==> src/rtl/mem_stage_ctrl_pkg.sv <==
// Shared definitions for the M-stage memory access controller.
package mem_stage_ctrl_pkg;

    localparam int unsigned DATA_W = 32;
    localparam int unsigned ADDR_W = 32;

    // Default wait budget in cycles and the load value returned on an error.
    localparam int unsigned        TIMEOUT_DEF  = 16;
    localparam logic [DATA_W-1:0]  ERR_DATA_DEF = 32'h0000_0000;

    // Word alignment: any of these address bits set means a misaligned access.
    localparam logic [ADDR_W-1:0]  ALIGN_MASK   = 32'h0000_0003;

    typedef enum logic [1:0] {
        ST_IDLE = 2'd0,
        ST_BUSY = 2'd1,
        ST_DONE = 2'd2
    } mem_state_e;

endpackage

==> src/rtl/mem_stage_ctrl_wait_timer.sv <==
// Wait-cycle counter for an outstanding memory request; flags the last allowed cycle.
module mem_wait_timer
    import mem_stage_ctrl_pkg::*;
#(
    parameter int unsigned TIMEOUT = TIMEOUT_DEF
) (
    input  logic clk,
    input  logic rst_n,
    input  logic clear_i,
    input  logic enable_i,
    output logic expired_c_o
);

    localparam int unsigned       CNT_W = (TIMEOUT > 1) ? $clog2(TIMEOUT) : 1;
    localparam logic [CNT_W-1:0]  LAST  = CNT_W'(TIMEOUT - 1);

    logic [CNT_W-1:0] cnt_q;
    logic [CNT_W-1:0] cnt_d;

    // Next count: clear wins, otherwise count up and hold at the last value.
    always_comb begin
        cnt_d = cnt_q;
        if (clear_i) begin
            cnt_d = '0;
        end else if (enable_i && (cnt_q != LAST)) begin
            cnt_d = cnt_q + CNT_W'(1);
        end
    end

    // Counter register.
    always_ff @(posedge clk or negedge rst_n) begin
        if (!rst_n) begin
            cnt_q <= '0;
        end else begin
            cnt_q <= cnt_d;
        end
    end

    assign expired_c_o = enable_i && (cnt_q == LAST);

endmodule

==> src/rtl/mem_stage_ctrl.sv <==
// M-stage memory access controller: stalls the pipeline while a single
// load/store is serviced by a handshaked memory, with alignment and timeout checks.
module mem_stage_ctrl
    import mem_stage_ctrl_pkg::*;
#(
    parameter int unsigned       TIMEOUT  = TIMEOUT_DEF,
    parameter logic [DATA_W-1:0] ERR_DATA = ERR_DATA_DEF
) (
    input  logic              CLK,
    input  logic              Reset,
    input  logic              MemWriteM,
    input  logic              MemtoRegM,
    input  logic [ADDR_W-1:0] ALUOutM,
    input  logic [DATA_W-1:0] WriteDataM,
    input  logic              MemReady,
    input  logic [DATA_W-1:0] MemRData,
    output logic              MemReq,
    output logic              MemWE,
    output logic [ADDR_W-1:0] MemAddr,
    output logic [DATA_W-1:0] MemWData,
    output logic              StallM,
    output logic [DATA_W-1:0] ReadDataM,
    output logic              ReadValidM,
    output logic              AlignErr,
    output logic              TimeoutErr
);

    mem_state_e        state_q;
    logic              mem_req_q;
    logic              mem_we_q;
    logic [ADDR_W-1:0] mem_addr_q;
    logic [DATA_W-1:0] mem_wdata_q;
    logic [DATA_W-1:0] read_data_q;
    logic              read_valid_q;
    logic              align_err_q;
    logic              timeout_err_q;

    logic access_c;
    logic is_load_c;
    logic aligned_c;
    logic busy_c;
    logic expired_c;

    assign access_c  = MemWriteM | MemtoRegM;
    assign is_load_c = MemtoRegM & ~MemWriteM;
    assign aligned_c = ((ALUOutM & ALIGN_MASK) == '0);
    assign busy_c    = (state_q == ST_BUSY);

    mem_wait_timer #(
        .TIMEOUT (TIMEOUT)
    ) u_wait_timer (
        .clk         (CLK),
        .rst_n       (Reset),
        .clear_i     (~busy_c | MemReady),
        .enable_i    (busy_c),
        .expired_c_o (expired_c)
    );

    // Access FSM with registered request, result and sticky error outputs.
    always_ff @(posedge CLK or negedge Reset) begin
        if (!Reset) begin
            state_q       <= ST_IDLE;
            mem_req_q     <= 1'b0;
            mem_we_q      <= 1'b0;
            mem_addr_q    <= '0;
            mem_wdata_q   <= '0;
            read_data_q   <= '0;
            read_valid_q  <= 1'b0;
            align_err_q   <= 1'b0;
            timeout_err_q <= 1'b0;
        end else begin
            read_valid_q <= 1'b0;
            case (state_q)
                ST_IDLE: begin
                    if (access_c) begin
                        if (aligned_c) begin
                            state_q     <= ST_BUSY;
                            mem_req_q   <= 1'b1;
                            mem_we_q    <= MemWriteM;
                            mem_addr_q  <= ALUOutM;
                            mem_wdata_q <= WriteDataM;
                        end else begin
                            // Misaligned: no request; a load still completes with ERR_DATA.
                            state_q      <= ST_DONE;
                            align_err_q  <= 1'b1;
                            read_valid_q <= is_load_c;
                            if (is_load_c) begin
                                read_data_q <= ERR_DATA;
                            end
                        end
                    end
                end
                ST_BUSY: begin
                    // MemReady outranks the timeout on the last allowed cycle.
                    if (MemReady) begin
                        state_q      <= ST_DONE;
                        mem_req_q    <= 1'b0;
                        read_valid_q <= ~mem_we_q;
                        if (!mem_we_q) begin
                            read_data_q <= MemRData;
                        end
                    end else if (expired_c) begin
                        state_q       <= ST_DONE;
                        mem_req_q     <= 1'b0;
                        timeout_err_q <= 1'b1;
                        read_valid_q  <= ~mem_we_q;
                        if (!mem_we_q) begin
                            read_data_q <= ERR_DATA;
                        end
                    end
                end
                ST_DONE: begin
                    // Pipeline advances this cycle, so the serviced access is not re-seen.
                    state_q <= ST_IDLE;
                end
                default: begin
                    state_q   <= ST_IDLE;
                    mem_req_q <= 1'b0;
                end
            endcase
        end
    end

    // Stall is combinational so the access is held from its first M-stage cycle.
    assign StallM = Reset & (((state_q == ST_IDLE) & access_c) | busy_c);

    assign MemReq     = mem_req_q;
    assign MemWE      = mem_we_q;
    assign MemAddr    = mem_addr_q;
    assign MemWData   = mem_wdata_q;
    assign ReadDataM  = read_data_q;
    assign ReadValidM = read_valid_q;
    assign AlignErr   = align_err_q;
    assign TimeoutErr = timeout_err_q;

endmodule
==> config.mk <==
export PLATFORM = sky130hd
export DESIGN_NAME = mem_stage_ctrl
export DESIGN_NICKNAME = d
export VERILOG_FILES = /design/src/rtl/mem_stage_ctrl_pkg.sv /design/src/rtl/mem_stage_ctrl_wait_timer.sv /design/src/rtl/mem_stage_ctrl.sv
export SDC_FILE = /design/constraint.sdc
export NUM_CORES = 1
export LEC_CHECK = 0
export ABC_CLOCK_PERIOD_IN_PS = 3400
export CAP_MARGIN = 20
export CORE_MARGIN = 2
export CORE_UTILIZATION = 31
export CTS_CLUSTER_SIZE = 30
export DETAILED_ROUTE_END_ITERATION = 10
export SLEW_MARGIN = 10
export SYNTH_ARGS = -nofsm -noshare
export SYNTH_HDL_FRONTEND = slang
export SYNTH_SLANG_ARGS = --single-unit
==> constraint.sdc <==
create_clock -name CLK -period 3.4 [get_ports CLK]
set_input_delay 0.51 -clock CLK [delete_from_list [all_inputs] [get_ports CLK]]
set_output_delay 0.51 -clock CLK [all_outputs]
set_load 0.01 [all_outputs]
Yosys cells after proc, flatten, opt, wreduce, memory -nomap -nowiden:

Index checks and enable logic that the tools add are counted.

* bitwise operators: 12
* $add $sub $neg: 1
* eq/ne operators: 10
* reductions and logical operators: 12
* multiplexer cells: 25

Operators by type and width (number)
* $mux 32: 7
* $pmux 32 s2: 1
* $logic_not 32->1: 1
* $ne 2x2->1 const B: 5
* $reduce_and 3->1: 3
* $mux 1: 8
* $mux 2: 4
* $mux 4: 2
* $not 1->1: 6
* $reduce_and 6->1: 1
* $add 4x1->4 const B: 1
* $eq 4x4->1 const B: 1
* $ne 4x4->1 const B: 1
* $pmux 2 s2: 1
* $reduce_and 4->1: 1
* $reduce_bool 2->1: 2
* $and 1x1->1: 3
* $ne 3x2->1 const B: 1
* $or 1x1->1: 3
* $pmux 1 s3: 1
* $eq 2x1->1 const B: 1
* $eq 2x2->1 const B: 1
* $logic_and 1x1->1: 2
* $logic_not 2->1: 1
* 2 further kinds: 2

* bits of input ports: 101
* flip-flop bits (word level): 107
* output and inout port bits: 102
* logic and storage cells: 70

Logic depth before layout (Yosys ltp):

Gate-level depths: netlist of the first run.

* depth after elaboration: 6
* depth in mapped cells: 5
* depth with buffers taken out: 4

Modules after synthesis:

A second synthesis of the first run with hierarchy kept.

* cell total of the unflattened synthesis: 323
* area, all modules: 4529.3 sq um

Modules (own cells, without submodules)
* mem_stage_ctrl: times used 1, area an instance 4290.4 sq um, sequential area each 2577.5 sq um, cells an instance 302
* mem_wait_timer: times used 1, area an instance 239.0 sq um, sequential area each 100.1 sq um, cells an instance 21

Worst setup path before layout of the first run:

OpenSTA, ideal clock, no wires.

* path kind: input -> register
* from: in ALUOutM[1]
* to: reg mem_addr_q[10] (netlist: MemAddr[10])
* data required time: 3.275 ns
* setup slack: 1.683 ns
* stages on the path: 5
* data arrival time: 1.592 ns
* cell sequence: nor4_4 and2b_4 buf_12 buf_12 mux2_4

* word-level cells in the longest chain between the ends: 2

Ends and longest elaborated chain
* from (decl): RTL line mem_stage_ctrl.sv:13 `input logic [ADDR_W-1:0] ALUOutM,`
* $logic_not 32->1: RTL line mem_stage_ctrl.sv:46 `assign aligned_c = ((ALUOutM & ALIGN_MASK) == '0);`
* $reduce_and 3->1 (no source line)
* to (signal assigned): RTL line mem_stage_ctrl.sv:80 `mem_addr_q <= ALUOutM;`
* to (decl): RTL line mem_stage_ctrl.sv:31 `logic [ADDR_W-1:0] mem_addr_q;`

No other way between the ends.
A chain may end at the register's enable or synchronous reset.

Final worst setup path of the first run:

* from: in MemWriteM
* to: out StallM

* word-level cells in the longest chain between the ends: 4

Ends and longest elaborated chain
* from (decl): RTL line mem_stage_ctrl.sv:11 `input logic MemWriteM,`
* $or 1x1->1: RTL line mem_stage_ctrl.sv:44 `assign access_c = MemWriteM | MemtoRegM;`
* $and 1x1->1: RTL line mem_stage_ctrl.sv:125 `assign StallM = Reset & (((state_q == ST_IDLE) & access_c) | busy_c);`
* $or 1x1->1: RTL line mem_stage_ctrl.sv:125
* $and 1x1->1: RTL line mem_stage_ctrl.sv:125
* to (decl): RTL line mem_stage_ctrl.sv:21 `output logic StallM,`

No other way between the ends.

==> results.py, run 1 <==
metrics = {
    "timing": {
        "clock-skew-final_ns": 0.00669,
        "timing.final.hold_violations": 0,
        "rsz0062_at_grt": "false",
        "timing.final.crit_share_pct": 70.7,
        "maxSlewHeadroom_pct": 53.2,
        "worst_pin_slew_ns": 0.702,
        "fin_setup_tns_ns": 0,
        "fmaxAchievable_mhz": 416,
        "slew_violations": 0,
        "finalSetupViolations": 0,
        "setup_ws_ns": 0.997,
        "final.min_clock_period_ns": 2.40,
    },
    "floorplanning": {
        "core_um2": 13300,
        "die_y_um": 121,
        "rows": 42,
        "die_area_um2": 14600,
        "io_pins": 203,
        "die_w_um": 121,
        "start_util_pct": 31.8,
    },
    "worst_setup_path": {
        "path_class": "in2out",
        "end_kind": "primary output",
        "path_delay_family": "buffers and inverters",
        "cp.required_ns": 2.89,
        "regToRegStartpoint": "state_q[0]",
        "r2r-end": "MemAddr[31]",
        "max_stage_delay_ns": 0.58,
        "cp_max_fo": 4,
        "startpoint_type": "input port",
        "path_depth": 4,
        "crit_buf_inv": 2,
        "worst-endpoint-arrival_ns": 1.89,
        "critical-path-slowest-cell": "clkdlybuf4s50_1",
        "path_cells": "clkdlybuf4s50_1 -> nor3_1 -> nor3b_1 -> clkdlybuf4s50_1",
        "path_common_cell": "clkdlybuf4s50_1",
        "rr_worst_depth": 4,
        "reg2reg_slack_ns": 1.49,
    },
    "route": {
        "postRouteAntennaNets": 0,
        "num_vias": 2918,
        "drc": 0,
        "drt_iter0_drc": 96,
        "routedWlPerCell_um": 16.4,
        "drt_wl_total_um": 10500,
        "drt_first_pass_iters": 4,
        "vias_per_cell": 4.54,
    },
    "yosys": {
        "ys_warn_count": 0,
        "syn_avg_cell_area_um2": 16.4,
        "syn_area_um2": 4220,
        "synth.distinct_cells": 34,
        "seq_area_frac_synth_pct": 63.4,
        "synth_seq_cells": 107,
        "syn_nets": 360,
        "syn_inst": 258,
    },
    "place": {
        "hpwl_um": 7560,
        "place_ws_ns": 0.881,
        "portBuffers": 202,
        "place_congestion": 0.742,
    },
    "clock_tree": {
        "clockRootBuffer": "clkbuf_16",
        "ctsLongestPathBuffers": 2,
        "cts_hold_buf": 0,
        "cts_resized": 0,
        "cts-htree-levels": 3,
        "cts_inserted_buffers": 9,
        "clock_latency_ns": 0.35,
        "cts_setup_buffers": 0,
        "cts_tree": "yes",
        "clkSinkCount": 107,
        "path_clk_slew_ns": 0.07,
    },
    "cells_and_area": {
        "diodes": 0,
        "drive_gt1_share_pct": 19.7,
        "fillerInstances": 1150,
        "nets": 564,
        "area_growth_pct": 57.7,
    },
    "global_route": {
        "grt_pass1_vias": 3100,
        "antenna_found_initial": 0,
        "grt_first_pass_wirelength_um": 16400,
        "track_usage_pct": 14.5,
        "grt_max_degree": 57,
        "overflow": 0,
    },
    "power": {
        "ir_drop_mv": 0.357,
        "leakage_nw": 2.85,
        "powerDensity_nw_per_um2": 804,
    },
    "run": {
        "maxCapViolCount": 0,
    },
    "min_path": {
        "hold_path_class": "in2async",
    },
    "run_status": {
        "status": "finished, final reports clean",
    },
}
[final cells by class]
type	instances	area [µm²]	area share [%]
Multi-Input combinational cell	135	1390	20.9
Sequential cell	107	2680	40.2
Timing Repair Buffer	208	2080	31.2
Clock buffer	11	253	3.79
Clock inverter	5	37.5	0.563
Tap cell	176	220	3.31
Inverter	1	3.75	0.0563
[cell usage after synthesis (all sizes together)]
| library cell | n | area [µm²] |
|---|---|---|
| a31o | 1 | 8.76 |
| clkbuf | 1 | 3.75 |
| or3b | 1 | 8.76 |
| inv | 1 | 3.75 |
| a22o | 33 | 289 |
| nand3 | 2 | 10.0 |
| nand2 | 5 | 18.8 |
| nor3 | 2 | 10.0 |
| nor3b | 2 | 20.0 |
| and2b | 1 | 10.0 |
| and3 | 1 | 6.26 |
| mux2 | 62 | 833 |
| ha | 1 | 12.5 |
| a32oi | 1 | 16.3 |
| nor2b | 3 | 18.8 |
| o21ai | 1 | 5.00 |
| a31oi | 1 | 6.26 |
| a21o | 1 | 7.51 |
| a211oi | 1 | 7.51 |
| xnor2 | 1 | 8.76 |
| buf | 14 | 145 |
| a2111oi | 1 | 8.76 |
| nor2 | 7 | 26.3 |
| nor4 | 1 | 21.3 |
| dfrtp | 107 | 2680 |
| a21oi | 1 | 5.00 |
| and2 | 1 | 6.26 |
| o21bai | 3 | 22.5 |
| or2 | 1 | 6.26 |
[logic make-up (layout without fill, tap and decap cells)]
group / count (synthesis) / after routing / share of synthesized area, %
AO/OA/AOI/OAI: 44 / 44 / 8.92
XOR/XNOR: 1 / 1 / 0.207
adder cells (fa/ha/maj): 1 / 1 / 0.296
buffers and inverters: 16 / 225 / 3.61
flip-flops: 107 / 107 / 63.4
multiplexers: 62 / 62 / 19.7
AND/OR/NAND/NOR: 27 / 27 / 3.85
[routing by layer]
| layer | GRT usage [%] | vias to the layer above | wire length, µm |
|---|---|---|---|
| met2 | 22.4 | 114 | 4930 |
| met1 | 18.3 | 1450 | 4540 |
| met4 | 3.78 | 0 | 104 |
| li1 | - | 1343 | - |
| met3 | 6.93 | 11 | 964 |
| met5 | 0 | - | 0 |
[worst max-delay path by stage]
stage                           from          end
final                      MemWriteM       StallM
after global routing       MemWriteM       StallM
after CTS                  MemtoRegM       StallM
after detailed placement  ALUOutM[1]  MemWData[7]
after global placement    ALUOutM[1]  MemAddr[31]
after floorplan           ALUOutM[1]  MemAddr[10]
[stage by stage]
| step | utilization [%] | instance area, µm² | std cells | total power, W | hold slack (ns) |
|---|---|---|---|---|---|
| global route | 50.1 | 6660 | 643 | 0.00565 | 0.356 |
| global placement | 47.9 | 6370 | 627 | 0.00435 | 0.466 |
| CTS | 50.1 | 6660 | 643 | 0.00543 | 0.321 |
| floorplan | - | 4220 | 258 | 0.00305 | 0.214 |
| detailed placement | 47.9 | 6370 | 627 | 0.00438 | 0.467 |
| finish | 50.1 | 6660 | 643 | 0.00536 | 0.305 |
[cell usage in the layout (no fill, tap or decap), drive strengths merged, types with 2 or more instances in the layout]
master / n
nor3b: 2
nand3: 2
mux2: 62
nor2b: 3
nor3: 2
a22o: 33
clkinvlp: 2
nand2: 5
clkinv: 3
nor2: 7
o21bai: 3
clkbuf: 11
clkdlybuf4s50: 201
dfrtp: 107
buf: 7
[worst reg2reg max path, delay by kind of cell, from the launching register on]
kind / cells / cell delay (ns)
simple gates: 2 / 0.65
flops: 1 / 0.46
mux: 1 / 0.40
buf+inv: 1 / 0.30
[registers in the layout, indices dropped and copies added (netlist names)]
name,flops
MemAddr,32
MemWData,32
ReadDataM,32
u_wait_timer.cnt_q,4
state_q,2
AlignErr,1
MemReq,1
MemWE,1
ReadValidM,1
TimeoutErr,1
[report_power, final]
part / internal, W / switching [W]
logic: 0.00150 / 0.000753
registers: 0.00179 / 0.000295
clock network: 0.000539 / 0.000477
total: 0.00383 / 0.00153
No activity file was read; power rests on OpenSTA's default activity.
==> inputs of run 2 (changes only) <==
--- a/config.mk
+++ b/config.mk
@@ -5,7 +5,7 @@
 export SDC_FILE = /design/constraint.sdc
 export NUM_CORES = 1
 export LEC_CHECK = 0
-export ABC_CLOCK_PERIOD_IN_PS = 3400
+export ABC_CLOCK_PERIOD_IN_PS = 2300
 export CAP_MARGIN = 20
 export CORE_MARGIN = 2
 export CORE_UTILIZATION = 31
==> constraint.sdc (replaced) <==
create_clock -name CLK -period 2.3 [get_ports CLK]
set_input_delay 0.345 -clock CLK [delete_from_list [all_inputs] [get_ports CLK]]
set_output_delay 0.345 -clock CLK [all_outputs]
set_load 0.01 [all_outputs]
==> results.py, run 2 (synthesis results as in run 1) <==
metrics = {
    "run_status": {
        "status": "finished, final reports clean",
    },
    "clock_tree": {
        "path_clk_slew_ns": 0.07,
        "clock_latency_ns": 0.35,
        "cts_inserted_buffers": 9,
        "clkSinkCount": 107,
        "cts_resized": 0,
        "ctsLongestPathBuffers": 2,
        "cts_hold_buf": 0,
        "cts_setup_buffers": 0,
        "cts-htree-levels": 3,
        "cts_tree": "yes",
        "clockRootBuffer": "clkbuf_16",
    },
    "place": {
        "portBuffers": 202,
        "place_ws_ns": 0.134,
        "place_congestion": 0.741,
        "hpwl_um": 7480,
    },
    "timing": {
        "timing.final.hold_violations": 0,
        "clock-skew-final_ns": 0.00656,
        "fin_setup_tns_ns": 0,
        "worst_pin_slew_ns": 0.564,
        "fmaxAchievable_mhz": 477,
        "timing.final.crit_share_pct": 91.1,
        "rsz0062_at_grt": "false",
        "maxSlewHeadroom_pct": 62.4,
        "final.min_clock_period_ns": 2.10,
        "setup_ws_ns": 0.204,
        "finalSetupViolations": 0,
        "slew_violations": 0,
    },
    "global_route": {
        "grt_first_pass_wirelength_um": 16800,
        "grt_pass1_vias": 3099,
        "antenna_found_initial": 0,
        "overflow": 0,
        "track_usage_pct": 14.8,
        "grt_max_degree": 108,
    },
    "worst_setup_path": {
        "crit_buf_inv": 2,
        "startpoint_type": "input port",
        "path_cells": "clkdlybuf4s50_1 -> nor3_1 -> nor3b_1 -> clkdlybuf4s50_1",
        "cp_max_fo": 4,
        "path_class": "in2out",
        "critical-path-slowest-cell": "clkdlybuf4s50_1",
        "end_kind": "primary output",
        "worst-endpoint-arrival_ns": 1.75,
        "max_stage_delay_ns": 0.59,
        "cp.required_ns": 1.96,
        "path_delay_family": "buffers and inverters",
        "path_common_cell": "clkdlybuf4s50_1",
    },
    "power": {
        "clock_power_share_pct": 20.0,
        "pwr-share-seq_pct": 38.3,
        "p_sw_w": 0.00227,
        "leakage_nw": 2.89,
        "p_sw_share_pct": 28.3,
        "share_comb_of_total_power_pct": 41.7,
        "p_int_w": 0.00578,
        "ir_drop_mv": 0.775,
        "powerDensity_nw_per_um2": 1190,
    },
    "floorplanning": {
        "die_y_um": 121,
        "rows": 42,
        "core_um2": 13300,
        "die_w_um": 121,
        "start_util_pct": 31.8,
        "die_area_um2": 14600,
        "io_pins": 203,
    },
    "cells_and_area": {
        "multiInputGateArea_um2": 1390,
        "fillerInstances": 1163,
        "final_cell_mix": "clkdlybuf4s50_1 (201), dfrtp_1 (107), mux2_4 (36), a22o_1 (33), mux2_2 (26)",
        "nets": 565,
        "regArea_um2": 2680,
        "diodes": 0,
        "area_growth_pct": 59.6,
        "final_common_cell": "clkdlybuf4s50_1",
        "drive_gt1_share_pct": 19.9,
        "post-route-util_pct": 50.7,
    },
    "route": {
        "drt_iter0_drc": 95,
        "postRouteAntennaNets": 0,
        "routedWlPerCell_um": 16.3,
        "num_vias": 2903,
        "vias_per_cell": 4.51,
        "drt_first_pass_iters": 4,
        "drt_wl_total_um": 10500,
        "drc": 0,
    },
    "run": {
        "maxCapViolCount": 0,
    },
    "min_path": {
        "hold_path_class": "in2async",
    },
}
-- run 2: power by group through the flow --
stage / clock network, W / registers [W] / logic, W
after floorplan: 0 / 0.00345 / 0.00105
after global placement: 0 / 0.00309 / 0.00336
after detailed placement: 0 / 0.00312 / 0.00339
after CTS: 0.00167 / 0.00310 / 0.00341
after global routing: 0.00175 / 0.00318 / 0.00357
final: 0.00161 / 0.00309 / 0.00336
-- run 2: through the flow --
step	hold slack (ns)	power (W)	instances	instance area, µm²
finish	0.100	0.00805	644	6740
global route	0.133	0.00850	644	6740
CTS	0.122	0.00818	644	6740
detailed placement	0.470	0.00650	628	6430
global placement	0.463	0.00646	628	6430
floorplan	0.0494	0.00450	258	4220
-- run 2: layout make-up --
cell class / instances / area share [%]
clock inverter: 6 / 1.08
multi-input combinational: 135 / 20.7
clock buffer: 10 / 3.54
tap: 176 / 3.27
inverter: 1 / 0.0557
sequential: 107 / 39.7
timing repair buffer: 209 / 31.7
-- run 2: layer usage --
layer	global-route usage, %	routed length, µm	vias up
li1	-	-	1343
met1	18.5	4450	1419
met2	22.8	4900	124
met3	7.03	955	17
met4	4.36	196	0
met5	0	0	-
-- run 2: final timing paths --
path / start / end / slack [ns] / cells after the start
max: MemWriteM / StallM / 0.20 / 4
min: Reset / MemWData[1] / 0.10 / 2
max reg2reg: state_q[0] / MemWData[2] / 0.57 / 4
min reg2reg: MemReq / MemReq / 0.48 / 1
max in group asynchronous: Reset / MemWData[14] / 1.77 / 2
min in group CLK: MemReq / MemReq / 0.48 / 1
==> inputs of run 3 (changes only) <==
--- a/config.mk
+++ b/config.mk
@@ -7,6 +7,7 @@
 export LEC_CHECK = 0
 export ABC_CLOCK_PERIOD_IN_PS = 2300
 export CAP_MARGIN = 20
+export CORE_ASPECT_RATIO = 1.1
 export CORE_MARGIN = 2
 export CORE_UTILIZATION = 31
 export CTS_CLUSTER_SIZE = 30
==> results.py, run 3 (synthesis results as in run 1) <==
metrics = {
    "cells_and_area": {
        "fillerInstances": 1162,
        "nets": 564,
        "regArea_um2": 2680,
        "drive_gt1_share_pct": 18.9,
        "diodes": 0,
        "multiInputGateArea_um2": 1390,
        "final_common_cell": "clkdlybuf4s50_1",
        "area_growth_pct": 59.6,
        "final_cell_mix": "clkdlybuf4s50_1 (201), dfrtp_1 (107), mux2_4 (36), a22o_1 (33), mux2_2 (26)",
        "finish.instance_area_um2": 6740,
    },
    "clock_tree": {
        "cts_inserted_buffers": 9,
        "clock_latency_ns": 0.34,
        "cts_setup_buffers": 0,
        "path_clk_slew_ns": 0.07,
        "cts-htree-levels": 3,
        "clockRootBuffer": "clkbuf_16",
        "cts_tree": "yes",
        "ctsLongestPathBuffers": 2,
        "cts_resized": 0,
        "cts_hold_buf": 0,
        "clkSinkCount": 107,
    },
    "place": {
        "place_area_um2": 6430,
        "portBuffers": 202,
        "place_congestion": 0.720,
        "hpwl_um": 7410,
    },
    "floorplanning": {
        "die_w_um": 115,
        "start_util_pct": 31.8,
        "core_um2": 13300,
        "die_y_um": 126,
        "die_area_um2": 14600,
        "rows": 44,
        "io_pins": 203,
    },
    "power": {
        "ir_drop_mv": 0.495,
        "leakage_nw": 2.88,
        "total_power_w": 0.00807,
        "powerDensity_nw_per_um2": 1200,
    },
    "global_route": {
        "grt_max_degree": 108,
        "antenna_found_initial": 0,
        "track_usage_pct": 14.5,
        "grt_first_pass_wirelength_um": 16300,
        "grt_pass1_vias": 3001,
        "overflow": 0,
    },
    "run": {
        "maxCapViolCount": 0,
    },
    "worst_setup_path": {
        "r2r-end": "MemWData[4]",
        "worst-endpoint-arrival_ns": 1.71,
        "cp_max_fo": 4,
        "end_kind": "primary output",
        "path_class": "in2out",
        "regToRegStartpoint": "state_q[0]",
        "cp.required_ns": 1.96,
        "rr_worst_depth": 4,
        "startpoint_type": "input port",
        "reg2reg_slack_ns": 0.54,
    },
    "timing": {
        "final.min_clock_period_ns": 2.05,
        "clock-skew-final_ns": 0.00468,
        "rsz0062_at_grt": "false",
        "worst_pin_slew_ns": 0.587,
        "fin_setup_tns_ns": 0,
        "whs_ns": 0.0773,
        "fmaxAchievable_mhz": 487,
        "finalSetupViolations": 0,
        "maxSlewHeadroom_pct": 60.9,
        "slew_violations": 0,
        "timing.final.hold_violations": 0,
        "timing.final.crit_share_pct": 89.3,
    },
    "route": {
        "num_vias": 2911,
        "drt_wl_total_um": 10400,
        "vias_per_cell": 4.48,
        "postRouteAntennaNets": 0,
        "routedWlPerCell_um": 16.1,
        "drt_iter0_drc": 147,
        "drc": 0,
        "drt_first_pass_iters": 4,
    },
    "min_path": {
        "hold_path_class": "in2async",
    },
    "run_status": {
        "status": "finished, final reports clean",
    },
}
==> run 3: worst max-delay path, cell delays in order <==
cell and delay (ns):
clkdlybuf4s50_1 0.52, nor3_1 0.09, nor3b_1 0.18, clkdlybuf4s50_1 0.58
==> run 3: worst max path at each step <==
| stage | end | start | slack [ns] |
|---|---|---|---|
| floorplan | MemAddr[10] | state_q[0] | 0.71 |
| global placement | MemWData[4] | ALUOutM[1] | 0.17 |
| detailed placement | MemWData[4] | ALUOutM[1] | 0.15 |
| CTS | StallM | state_q[0] | 0.22 |
| global route | StallM | state_q[0] | 0.13 |
| finish | StallM | MemtoRegM | 0.25 |
==> run 3: layer usage <==
layer  global-route usage [%]  vias up  share of wire, %
li1                         -     1339                 -
met1                     18.0     1435                42
met2                     22.9      118                48
met3                     4.78       19               8.0
met4                     6.45        0               2.4
met5                        0        -                 0
==> run 3: stage by stage <==
stage               utilization (%)  cells  setup slack, ns
finish                         50.8    650            0.245
global route                   50.8    650            0.133
detailed placement             48.5    635            0.145
floorplan                         -    258            0.709
CTS                            50.8    650            0.221
global placement               48.5    635            0.167
==> run 3: cell type report <==
cell class / count / share of cell area [%]
inverter: 1 / 0.0557
clock buffer: 13 / 3.71
timing repair buffer: 208 / 31.5
clock inverter: 2 / 0.891
sequential: 107 / 39.7
multi-input combinational: 135 / 20.7
tap: 184 / 3.41
==> run 3: power breakdown <==
group	leakage, nW	internal, W	total, W	switching (W)
clock network	0.150	0.000980	0.00163	0.000648
registers	1.34	0.00265	0.00308	0.000424
logic	1.39	0.00224	0.00336	0.00112
total	2.88	0.00587	0.00807	0.00220
